===== src/rtl/wb_arbiter_pkg.sv =====
// Shared types and constants for the writeback arbiter: default widths,
// the zero-register index and the write-port request bundle.
package wb_arbiter_pkg;

   localparam int AW_DEF = 5;
   localparam int DW_DEF = 32;

   localparam logic [AW_DEF-1:0] REG_ZERO = 5'd0;

   typedef struct packed {
      logic              we;
      logic [AW_DEF-1:0] waddr;
      logic [DW_DEF-1:0] wdata;
   } wb_req_t;

   // A write aimed at r0 never reaches the register file.
   function automatic logic is_eff(input wb_req_t r);
      return r.we && (r.waddr != REG_ZERO);
   endfunction

endpackage


===== src/rtl/wb_fifo.sv =====
// Small synchronous FIFO for long-latency results; full/empty are decoded
// from a registered occupancy count.
module wb_fifo #(
   parameter int DEPTH = 2,
   parameter int W     = 37
) (
   input  logic         clk,
   input  logic         rst_n,
   input  logic         push_i,
   input  logic         pop_i,
   input  logic [W-1:0] wdata_i,
   output logic [W-1:0] rdata_o,
   output logic         full_o,
   output logic         empty_o
);

   localparam int PW = $clog2(DEPTH);
   localparam int CW = PW + 1;

   logic [W-1:0]  mem_q [DEPTH];
   logic [PW-1:0] wr_ptr_q, rd_ptr_q;
   logic [CW-1:0] count_q;

   always_ff @(posedge clk) begin
      if (!rst_n) begin
         wr_ptr_q <= '0;
         rd_ptr_q <= '0;
         count_q  <= '0;
      end else begin
         if (push_i) wr_ptr_q <= wr_ptr_q + PW'(1);
         if (pop_i)  rd_ptr_q <= rd_ptr_q + PW'(1);
         count_q <= count_q + CW'(push_i) - CW'(pop_i);
      end
   end

   // Storage carries no reset; stale entries are unreachable once count is 0.
   always_ff @(posedge clk) begin
      if (push_i) mem_q[wr_ptr_q] <= wdata_i;
   end

   assign rdata_o = mem_q[rd_ptr_q];
   assign full_o  = (count_q == CW'(DEPTH));
   assign empty_o = (count_q == '0);

endmodule


===== src/rtl/wb_arbiter.sv =====
// Merges pipeline writeback with buffered/bypassed long-latency results onto
// the single GR write port and tracks registers with pending long-latency writes.
module wb_arbiter
   import wb_arbiter_pkg::*;
#(
   parameter int DEPTH = 2,
   parameter int DW    = DW_DEF,
   parameter int AW    = AW_DEF
) (
   input  logic          clk,
   input  logic          rst_n,
   input  logic          pipe_we,
   input  logic [AW-1:0] pipe_waddr,
   input  logic [DW-1:0] pipe_wdata,
   input  logic          ll_valid,
   output logic          ll_ready,
   input  logic [AW-1:0] ll_waddr,
   input  logic [DW-1:0] ll_wdata,
   input  logic          issue_valid,
   input  logic [AW-1:0] issue_rd,
   output logic          gr_we,
   output logic [AW-1:0] gr_waddr,
   output logic [DW-1:0] gr_wdata,
   output logic [31:0]   busy,
   output logic          wb_stall
);

   localparam int EW = AW + DW;

   wb_req_t       pipe_req, ll_req, head_req, gr_req;
   logic [EW-1:0] head_raw;
   logic          fifo_full, fifo_empty;
   logic          pipe_eff, head_sel, bypass, push, pop, ll_wr;
   logic [31:0]   busy_d, busy_q;

   assign pipe_req = '{we: pipe_we, waddr: pipe_waddr, wdata: pipe_wdata};
   assign ll_req   = '{we: ll_valid, waddr: ll_waddr, wdata: ll_wdata};
   assign head_req = '{we: !fifo_empty, waddr: head_raw[EW-1:DW], wdata: head_raw[DW-1:0]};

   assign pipe_eff = is_eff(pipe_req);
   assign head_sel = rst_n && !pipe_eff && !fifo_empty;
   assign bypass   = rst_n && !pipe_eff && fifo_empty && ll_valid;
   assign ll_ready = rst_n && !fifo_full;
   assign push     = ll_valid && ll_ready && !bypass;
   assign pop      = head_sel;

   wb_fifo #(
      .DEPTH (DEPTH),
      .W     (EW)
   ) u_fifo (
      .clk     (clk),
      .rst_n   (rst_n),
      .push_i  (push),
      .pop_i   (pop),
      .wdata_i ({ll_waddr, ll_wdata}),
      .rdata_o (head_raw),
      .full_o  (fifo_full),
      .empty_o (fifo_empty)
   );

   // Priority: pipeline, then FIFO head, then same-cycle bypass. A consumed
   // result addressed to r0 leaves the port idle.
   always_comb begin
      gr_req = '0;
      if (!rst_n)        gr_req = '0;
      else if (pipe_eff) gr_req = pipe_req;
      else if (head_sel) gr_req = head_req;
      else if (bypass)   gr_req = ll_req;
      if (!is_eff(gr_req)) gr_req = '0;
   end

   assign ll_wr = gr_req.we && !pipe_eff;

   // Set is applied after clear so a same-cycle reissue keeps the bit high.
   always_comb begin
      busy_d = busy_q;
      if (ll_wr) busy_d[gr_req.waddr] = 1'b0;
      if (issue_valid && (issue_rd != REG_ZERO)) busy_d[issue_rd] = 1'b1;
      busy_d[0] = 1'b0;
   end

   always_ff @(posedge clk) begin
      if (!rst_n) busy_q <= '0;
      else        busy_q <= busy_d;
   end

   assign gr_we    = gr_req.we;
   assign gr_waddr = gr_req.waddr;
   assign gr_wdata = gr_req.wdata;
   assign busy     = busy_q;
   assign wb_stall = rst_n && fifo_full;

endmodule

===== config.mk =====
export PLATFORM = sky130hd
export DESIGN_NAME = wb_arbiter
export DESIGN_NICKNAME = d
export VERILOG_FILES = /design/src/rtl/wb_arbiter_pkg.sv /design/src/rtl/wb_fifo.sv /design/src/rtl/wb_arbiter.sv
export SDC_FILE = /design/constraint.sdc
export NUM_CORES = 1
export LEC_CHECK = 0
export CORE_ASPECT_RATIO = 0.8
export CORE_MARGIN = 5
export CORE_UTILIZATION = 43
export CTS_BUF_LIST = sky130_fd_sc_hd__clkbuf_16
export CTS_CLUSTER_DIAMETER = 40
export DETAILED_ROUTE_END_ITERATION = 8
export PLACE_DENSITY = 0.87
export SETUP_SLACK_MARGIN = 0.15
export SYNTH_ARGS = -nofsm -noshare
export SYNTH_HDL_FRONTEND = slang
export SYNTH_SLANG_ARGS = --single-unit

===== constraint.sdc =====
create_clock -name clk -period 3.65 [get_ports clk]
set_clock_uncertainty 0.05 [all_clocks]
set_input_delay 0.365 -clock clk [delete_from_list [all_inputs] [get_ports clk]]
set_output_delay 0.365 -clock clk [all_outputs]
set_load 0.02 [all_outputs]

== Word level (Yosys, flattened, before mapping) ==
Memory sizes are Yosys's and may differ from the RTL's. A register that Yosys moved wholly into a read port is not among the register bits.
Index checks and enable logic that the tools add are counted.
Cells by class
  add/subtract/negate cells: 4
  $lt $le $gt $ge: 4
  eq/ne operators: 1
  muxes and demuxes: 15
  bitwise gates (word level): 3
  reductions and logical operators: 22
Operators by type and width (number)
  $mux W38: 5
  $mux W32: 2
  $and A32 B32 Y32: 1
  $not A32 Y32: 1
  $or A32 B32 Y32: 1
  $reduce_bool A5 Y1: 3
  $logic_and A1 B1 Y1: 14
  $lt A5 B6 Y1 const B: 2
  $demux W1 S5: 2
  $ge A5 B1 Y1 const B: 2
  $mux W1: 6
  $logic_not A1 Y1: 4
  $add A1 B1 Y1 const B: 2
  $add A2 B1 Y2: 1
  $eq A2 B2 Y1 const B: 1
  $logic_not A2 Y1: 1
  $sub A2 B1 Y2: 1
Word-level totals
  flip-flop bits (word level): 36
  RAM bits: 74
  input port bits: 84
  memories kept: 1
Memory list
  u_fifo.mem_q: depth 2, bits a word 37, rd ports 1, clocked after Yosys merged registers in 1, write ports 1, line wb_fifo.sv:20  | logic [W-1:0] mem_q [DEPTH];

== Depth between registers and ports, before layout ==
  word-level depth: 22
  mapped depth: 11
  mapped depth without buffers: 9

== Hierarchy ==
A second synthesis with hierarchy kept.
Second synthesis, totals
  cell total of the unflattened synthesis: 478
  area, all modules: 5495.3 µm²
Modules (own cells, without submodules)
  wb_fifo: instances 1, cells an instance 136, area an instance 3047.9 µm², seq. area each 2322.2 µm²
  wb_arbiter: instances 1, cells an instance 342, area an instance 2447.3 µm², seq. area each 620.6 µm²

== Least setup slack after synthesis ==
No wires, ideal clock.
  path type: input to register
  from: in rst_n
  to: mem u_fifo.mem_q[0][0] (enable)
  arrival time: 2.967 ns
  path slack: 0.198 ns
  stages: 5
  path through: clkbuf_1 clkbuf_1 nand2_1 a21oi_1 nor2b_1
Between the ends
  cells in the longest elaborated chain, start to end: 7
  elaborated cells on any way between the ends: 9
  those cells by class: 2 x mux; 7 x reduce/logical
RTL lines
  start, declared: line wb_arbiter.sv:11  | input logic rst_n,
  $logic_and A1 B1 Y1 (3 in series): line wb_arbiter.sv:42  | assign bypass = rst_n && !pipe_eff && fifo_empty && ll_valid;
  $logic_not A1 Y1: line wb_arbiter.sv:44  | assign push = ll_valid && ll_ready && !bypass;
  $logic_and A1 B1 Y1 *: line wb_arbiter.sv:44
  named net push: line wb_arbiter.sv:33  | logic pipe_eff, head_sel, bypass, push, pop, ll_wr;
  $mux W1 *: line wb_fifo.sv:38  | if (push_i) mem_q[wr_ptr_q] <= wdata_i;
  $mux W1 (not written as such) *: line wb_fifo.sv:38
  end, declared: line wb_fifo.sv:20
Mark *: on every way through the listed nets, which the timed path passes. The rest lies on a longest branch.

== Worst setup path in the final report ==
  from: in pipe_waddr[1]
  to: out gr_wdata[27]
Between the ends
  cells in the longest elaborated chain, start to end: 13
  elaborated cells on any way between the ends: 14
  those cells by class: 5 x mux; 9 x reduce/logical
RTL lines
  start, declared: line wb_arbiter.sv:13  | input logic [AW-1:0] pipe_waddr,
  $reduce_bool A5 Y1: line wb_arbiter_pkg.sv:18  | return r.we && (r.waddr != REG_ZERO);
  $logic_and A1 B1 Y1: line wb_arbiter_pkg.sv:18
  $logic_not A1 Y1: line wb_arbiter.sv:41, wb_arbiter.sv:42
  $logic_and A1 B1 Y1: line wb_arbiter.sv:41, wb_arbiter.sv:42
  $logic_and A1 B1 Y1 (2 in series): line wb_arbiter.sv:42
  $mux W38: line wb_arbiter.sv:68  | else if (bypass) gr_req = ll_req;
  $mux W38: line wb_arbiter.sv:67  | else if (head_sel) gr_req = head_req;
  $mux W38 *: line wb_arbiter.sv:66  | else if (pipe_eff) gr_req = pipe_req;
  $mux W38 *: line wb_arbiter.sv:65  | if (!rst_n) gr_req = '0;
  $reduce_bool A5 Y1: line wb_arbiter_pkg.sv:18
  $logic_and A1 B1 Y1: line wb_arbiter_pkg.sv:18
  $mux W38 *: line wb_arbiter.sv:69  | if (!is_eff(gr_req)) gr_req = '0;
  end, declared: line wb_arbiter.sv:23  | output logic [DW-1:0] gr_wdata,
Mark *: on every way between the ends. The rest lies on a longest branch, timed or not.

==> impl_results.rst <==
.. list-table::
   :header-rows: 1

   * - Metric
     - Value
   * - Status
     - finished clean
   * - Die Ht
     - 109 um
   * - Routed wirelength normalized by instance count
     - 18.5 um
   * - Overflow left after global routing
     - 0
   * - Cell area after synthesis
     - 5290 sq um
   * - Number of nets still failing antenna checks after routing
     - 0
   * - Synth top cells by count
     - sky130_fd_sc_hd__edfxtp_1 (74), sky130_fd_sc_hd__a21oi_1 (67), sky130_fd_sc_hd__nor2_1 (64)
   * - Worst max-slew margin expressed relative to the limit
     - 53.7%
   * - Setup crit end kind
     - output pin
   * - Clock power frac
     - 31.4%
   * - Leakage Power
     - 2.52 nW
   * - Antenna violations before repair
     - 0
   * - Fmax achieved
     - 0.300 GHz
   * - Routed Wire Length
     - 15300 um
   * - Cell Rows
     - 36
   * - CTS H-tree depth
     - 3
   * - Setup crit start kind
     - input pin
   * - Number of stages on the worst hold path
     - 2
   * - Post-Place Cells
     - 809
   * - Cell family with the largest share of critical-path delay
     - buffers and inverters
   * - Part of the power in registers
     - 44.5%
   * - Maximum number of pins on one net before global-route repair
     - 66
   * - Switching share of power
     - 29.0%
   * - Peak VDD IR
     - 0.000212 V
   * - Die area
     - 14600 sq um
   * - Clock tree from TritonCTS
     - yes
   * - Sequential fraction of the synthesis area
     - 55.7%
   * - FFs w/ async S/R, synth
     - 0%
   * - Endpoint arrival time on the critical path
     - 2.92 ns
   * - Worst-Margin Slew
     - 0.690 ns
   * - Slew Viols, Final
     - 0
   * - Internal power
     - 2.25 mW
   * - Net switching power of the design
     - 0.920 mW
   * - Cell with the largest stage delay on the worst path
     - sky130_fd_sc_hd__or4_4
   * - # clock sinks
     - 110
   * - Share of the clock period used by the worst path
     - 91.4%
   * - Dominant cell type by area after synthesis
     - sky130_fd_sc_hd__edfxtp_1
   * - Setup repair after global routing missed its margin
     - false
   * - Number of cells on the critical path
     - 9
   * - Yosys reg bits
     - 110
   * - Number of iterations in the first detailed-routing pass
     - 5
   * - Net count after synthesis
     - 608
   * - Antenna diodes
     - 0
   * - Vias
     - 4769
   * - Power density normalized to cell area
     - 430 nW/um^2
   * - Summed negative setup slack over all endpoints
     - 0 ns
   * - Path type of the worst setup path
     - in -> out
   * - Area growth syn-to-layout
     - 39.3%
   * - Post-layout net count
     - 754
   * - Syn avg cell area
     - 10.1 sq um
   * - Cell count after synthesis
     - 522
   * - Clock transition at the register clock pins on the worst setup and hold paths after CTS
     - 0.08 ns
   * - Main area contributors after synthesis
     - sky130_fd_sc_hd__edfxtp_1 (42%), sky130_fd_sc_hd__dfxtp_1 (14%), sky130_fd_sc_hd__mux2i_1 (7.0%)
   * - Setup-violating endpoint count in the final report
     - 0
   * - Count of endpoints failing hold in the final timing report
     - 0
   * - Final period demand of the worst path
     - 3.34 ns
   * - Area of all placed cells without fillers
     - 7370 sq um
   * - Post-detailed-route via-to-cell ratio
     - 5.78
   * - First-pass GRT wire length
     - 24200 um
   * - Cell at the root of the clock tree
     - sky130_fd_sc_hd__clkbuf_16
   * - Max-cap check violation count
     - 0
   * - Most frequently used cell type in the post-synthesis netlist
     - sky130_fd_sc_hd__edfxtp_1
   * - Total of hold buffers inserted after clock tree synthesis
     - 0
   * - Unique masters post-synth
     - 43
   * - Placed cell area
     - 7070 sq um
   * - Combinational cell fraction of total power
     - 24.1%
   * - Number of buffers inserted during clock tree synthesis
     - 9
   * - Number of primary I/O pins
     - 156
   * - Core Box Area
     - 12100 sq um
   * - Synth top area share
     - 42.0%
   * - Ordered list of cells on the worst path
     - clkdlybuf4s50_1 > or4_4 > o21a_2 > o221ai_2 > inv_2 > nor3_4 > buf_12 > a21oi_1 > dlygate4sd2_1
   * - Number of standard cells in the final layout excluding fillers
     - 825
   * - Origin of the critical flop-to-flop path
     - u_fifo.count_q[0]
   * - Total half-perimeter wirelength after legalization and detailed placement
     - 10700 um
   * - Post-synth EDFFs
     - 74
   * - Final routed DRC violation total
     - 0
   * - Maximum buffer depth of the clock tree
     - 2
   * - Critical-path maximum fanout
     - 36
   * - WHS
     - 0.462 ns
   * - Fraction of final layout cells sized beyond drive strength 1
     - 7.58%
   * - Top flip-flop cell by instance count after synthesis
     - sky130_fd_sc_hd__edfxtp_1
   * - Worst r2r path cells
     - 6
   * - Drt initial violations
     - 383
   * - Worst path bufs/invs
     - 4
   * - Starting density of the core
     - 43.6%
   * - Launching element of the worst setup path
     - pipe_waddr[1]
   * - Source-to-sink clock delay at the later pin of the worst-skew pair
     - 0.33 ns
   * - Final GP Congestion
     - 0.914
   * - Port Buffer Count
     - 154
   * - Vias in the first global route
     - 4877
   * - Hold Path Origin
     - busy[20]
   * - Total Power Consumption
     - 3.17 mW
   * - Delay of the slowest cell on the worst path
     - 0.58 ns
   * - Yosys synthesis warning count
     - 0
   * - Worst min-delay path class
     - reg -> reg
   * - GRT Resource Usage Total
     - 20.7%
   * - Die W
     - 134 um
   * - Critical Path RT
     - 3.23 ns
==> what timing repair did <==
action | in CTS | in global routing
setup endpoints to repair | 33 | 1
pin swaps | 1 | 0
setup buffers | 0 | 0
gates resized for setup | 34 | 2
==> flip-flops by register name, summed over array words and instances, names as in the netlist, named ones only <==
register and count:
u_fifo.wr_ptr_q 1, u_fifo.rd_ptr_q 1, u_fifo.count_q 2, u_fifo.mem_q 74, busy 31
==> path summary, 6_finish.rpt <==
kind | end | slack, ns
setup / recovery | gr_wdata[27] | 0.31
setup reg to reg | busy[29] | 1.21
hold reg to reg | busy[20] | 0.46
hold / removal | busy[20] | 0.46
==> worst min-delay path, stage by stage, from the launching register on <==
cell	delay (ns)
sky130_fd_sc_hd__dfxtp_1	0.33
sky130_fd_sc_hd__nand2_1	0.06
sky130_fd_sc_hd__a22oi_1	0.07
==> layer usage <==
layer / up-vias / wire, um / GRT usage (%)
li1: 2239 / - / -
met1: 2259 / 6370 / 26.0
met2: 251 / 7170 / 35.0
met3: 20 / 1590 / 6.41
met4: 0 / 161 / 5.73
met5: - / 0 / 0
==> power groups by stage <==
stage / Sequential (mW) / Combinational [mW] / Clock (mW)
floorplan: 1.42 / 0.452 / 0
global placement: 1.44 / 0.778 / 0
detailed placement: 1.44 / 0.797 / 0
CTS: 1.41 / 0.763 / 1.02
global route: 1.42 / 0.830 / 1.06
finish: 1.41 / 0.763 / 0.995
==> placed cells by master, fill, tap and decap left out, types with 9 or more instances in the layout <==
master                              n
sky130_fd_sc_hd__edfxtp_1          74
sky130_fd_sc_hd__buf_4             15
sky130_fd_sc_hd__o21ai_0           36
sky130_fd_sc_hd__dlygate4sd2_1     32
sky130_fd_sc_hd__o211ai_1          33
sky130_fd_sc_hd__nand2_1           41
sky130_fd_sc_hd__clkdlybuf4s50_1  121
sky130_fd_sc_hd__clkbuf_16          9
sky130_fd_sc_hd__nor3_1             9
sky130_fd_sc_hd__a21oi_1           67
sky130_fd_sc_hd__nor2_1            64
sky130_fd_sc_hd__a31oi_1           27
sky130_fd_sc_hd__dfxtp_1           35
sky130_fd_sc_hd__mux2i_1           37
==> metrics by stage <==
stage / worst slack, ns / utilization, %
CTS: 0.151 / 60.7
floorplan: 0.198 / -
detailed placement: 0.0538 / 58.4
global route: 0.174 / 60.8
global placement: 0.130 / 58.4
finish: 0.312 / 60.8
==> kinds of logic (layout without fill, tap and decap cells) <==
kind of cell	Yosys count	after routing	share of synthesized area, %
fa+ha+maj	2	2	0.473
compound gates	178	178	20.1
flops	110	110	55.7
xor+xnor	4	4	0.663
other cells	1	1	0.0709
mux	38	38	7.22
simple gates	145	145	12.3
buf+inv	44	195	3.53
==> cell type report <==
type,count,area [sq um]
fillers,974,4750
flip-flops and latches,110,2940
multi-input cells,368,2220
repair buffers,172,1680
clock buffers,9,225
well taps,152,190
clock inverters,7,86.3
inverters,7,26.3
Power figures use the tool's default switching activity.
==> variant, RTL diff (config.mk and constraints unchanged) <==
Change the package constant `REG_ZERO` from 5'd0 to 5'd1.
--- a/src/rtl/wb_arbiter_pkg.sv
+++ b/src/rtl/wb_arbiter_pkg.sv
@@ -5,7 +5,7 @@
    localparam int AW_DEF = 5;
    localparam int DW_DEF = 32;
 
-   localparam logic [AW_DEF-1:0] REG_ZERO = 5'd0;
+   localparam logic [AW_DEF-1:0] REG_ZERO = 5'd1;
 
    typedef struct packed {
       logic              we;
Behaviour: not the same (a bounded check fails within 4 cycles, from zero or initial values and one cycle with rst_n low).
==> variant against the unedited design <==
Routed wire length decreased by 3.2%. Critical path depth increased by 1. Die area increased by 3.6%. Worst setup slack got worse by 0.033 ns. Sequential share of layout area decreased by 0.87 points. Register-to-register slack improved by 0.16 ns. Clock power decreased by 1%. Cell area increased by 2.2%. Sequential cell count unchanged. Global-route usage decreased by 1.7 points. Area after synthesis increased by 3.9%. Fmax decreased by 0.97%. Total power increased by 1.4%. Worst hold slack got worse by 0.023 ns. Largest cell class unchanged. Highest routed layer unchanged.
==> variant: results (changes against the unedited design) <==
metric;value;unit;change
number of filler cells placed in the layout;1061;;+8.9%
# diodes;0;;unchanged
largest net degree at the start of global routing;36;;-45%
Post-Synth Adder-Cell Area;0.00456;;-0.000177
VDD IR max;328;uV;+55%
First DRT Iteration DRCs;263;;-31%
total CTS buffers;9;;unchanged
XOR/XNOR share of the synthesized area;0.00478;;-0.00184
Critical Path Fanout Max;18;;-50%
first-pass GRT wire length;23000;um;-5.2%
gpl congestion;0.892;;-2.4%
Pleak;0.00270;uW;+7.0%
fin nets;673;;-11%
post-DP HPWL;11000;um;+3.4%
ranking of synthesized cells by area;edfxtp_1, dfxtp_1, nor3b_2;;
post-synthesis sequential area ratio;0.536;;-0.0208
Mapped Nets;520;;-14%
Vias/cell;5.55;;-4.0%
hold depth;1;;-1
max FFs per register;74;;unchanged
Detail Route met2 WL;7290;um;+1.7%
initial antenna violation count;0;;unchanged
CP max-delay cell;clkdlybuf4s50_1;;
run status;complete, no violations;;
Synth area leader;edfxtp_1;;
Unique masters post-synth;52;;+21%
comb_multi_in;286;;-22%
sequential cell area;0.00294;mm^2;unchanged
Layout non-clock buf frac;0.227;;-0.000967
Non-clock buffers;176;;+2.3%
met1 wire length;6540;um;+2.6%
Crit path largest cell delay;0.53;ns;-0.05 ns
worst reg-to-reg path cell count;7;;+1
fraction of area in multi-input gates;0.311;;+0.00957
clock network area share;0.0407;;-0.00159
Clk pin slew, worst setup/hold paths;0.07;ns;
Final TNS setup;0;ns;unchanged
Total GRT Usage;0.190;;-0.0167
WP data arrival;2.96;ns;+0.04 ns
DR DRC count;0;;unchanged
Non-clk invs;4;;-3
most instantiated cells after synthesis;edfxtp_1, dfxtp_1, and3_1, a221oi_1, mux2_2;;
share of layout cells above drive strength 1;0.203;;+0.127
multiplexer share of the synthesized area;0.0747;;+0.00254
CTS root buf;clkbuf_16;;
1st-pass router iterations;7;;+2
Compound-Gate Fraction of Synth Area;0.158;;-0.0431
routed wire length;14800;um;-3.2%
vias in the first global route;4348;;-11%
CTS Buffer Depth;2;;unchanged
routed wl met3;839;um;-47%
## variant: changes by cell type after synthesis, sizes merged, moves of 31 or more
cell    change
a21oi      -61
nor2       -53
a221oi     +32
and3       +32
mux2i      -32
nor3b      +32
mux2       +31
## variant: final timing paths
kind                startpoint           end  slack, ns
min reg2reg            busy[1]       busy[1]       0.44
max reg2reg  u_fifo.count_q[1]       busy[2]       1.37
min                    busy[1]       busy[1]       0.44
max              pipe_waddr[0]  gr_wdata[17]       0.28
## variant: timing repair
item / in CTS / in global routing
resized for setup: 32 / 3
hold buffers: 0 / 0
setup endpoints to repair: 33 / 1
setup buffers: 3 / 0
pin swaps: 1 / 0
## variant: logic make-up (layout without fill, tap and decap cells)
kind of cell / Yosys count / in the layout
adders and majority gates: 2 / 2
other: 1 / 1
muxes: 37 / 37
buffers and inverters: 38 / 196
DFF: 110 / 110
AOI/OAI and AO/OA: 113 / 113
xor gates and xnor gates: 3 / 3
and+or+nand+nor: 130 / 130
## variant: report_power, final
part           switching, uW  internal (uW)
registers               36.0           1400
logic                    409            389
clock network            440            540
total                    886           2330
## variant: stage by stage
| step | area (um^2) | power, uW | instances | setup WS [ns] |
|---|---|---|---|---|
| 2_1_floorplan | 5490 | 1960 | 434 | 0.587 |
| 3_3_place_gp | 7230 | 2260 | 748 | 0.151 |
| 6_report | 7530 | 3210 | 767 | 0.280 |
| 5_1_grt | 7530 | 3360 | 767 | 0.164 |
| 3_5_place_dp | 7230 | 2280 | 748 | 0.0599 |
| 4_1_cts | 7520 | 3250 | 767 | 0.0616 |
## variant: per-layer routing
layer / vias to the layer above / track usage
li1: 2017 / -
met1: 2078 / 0.254
met2: 150 / 0.317
met3: 10 / 0.0463
met4: 0 / 0.0376
met5: - / 0
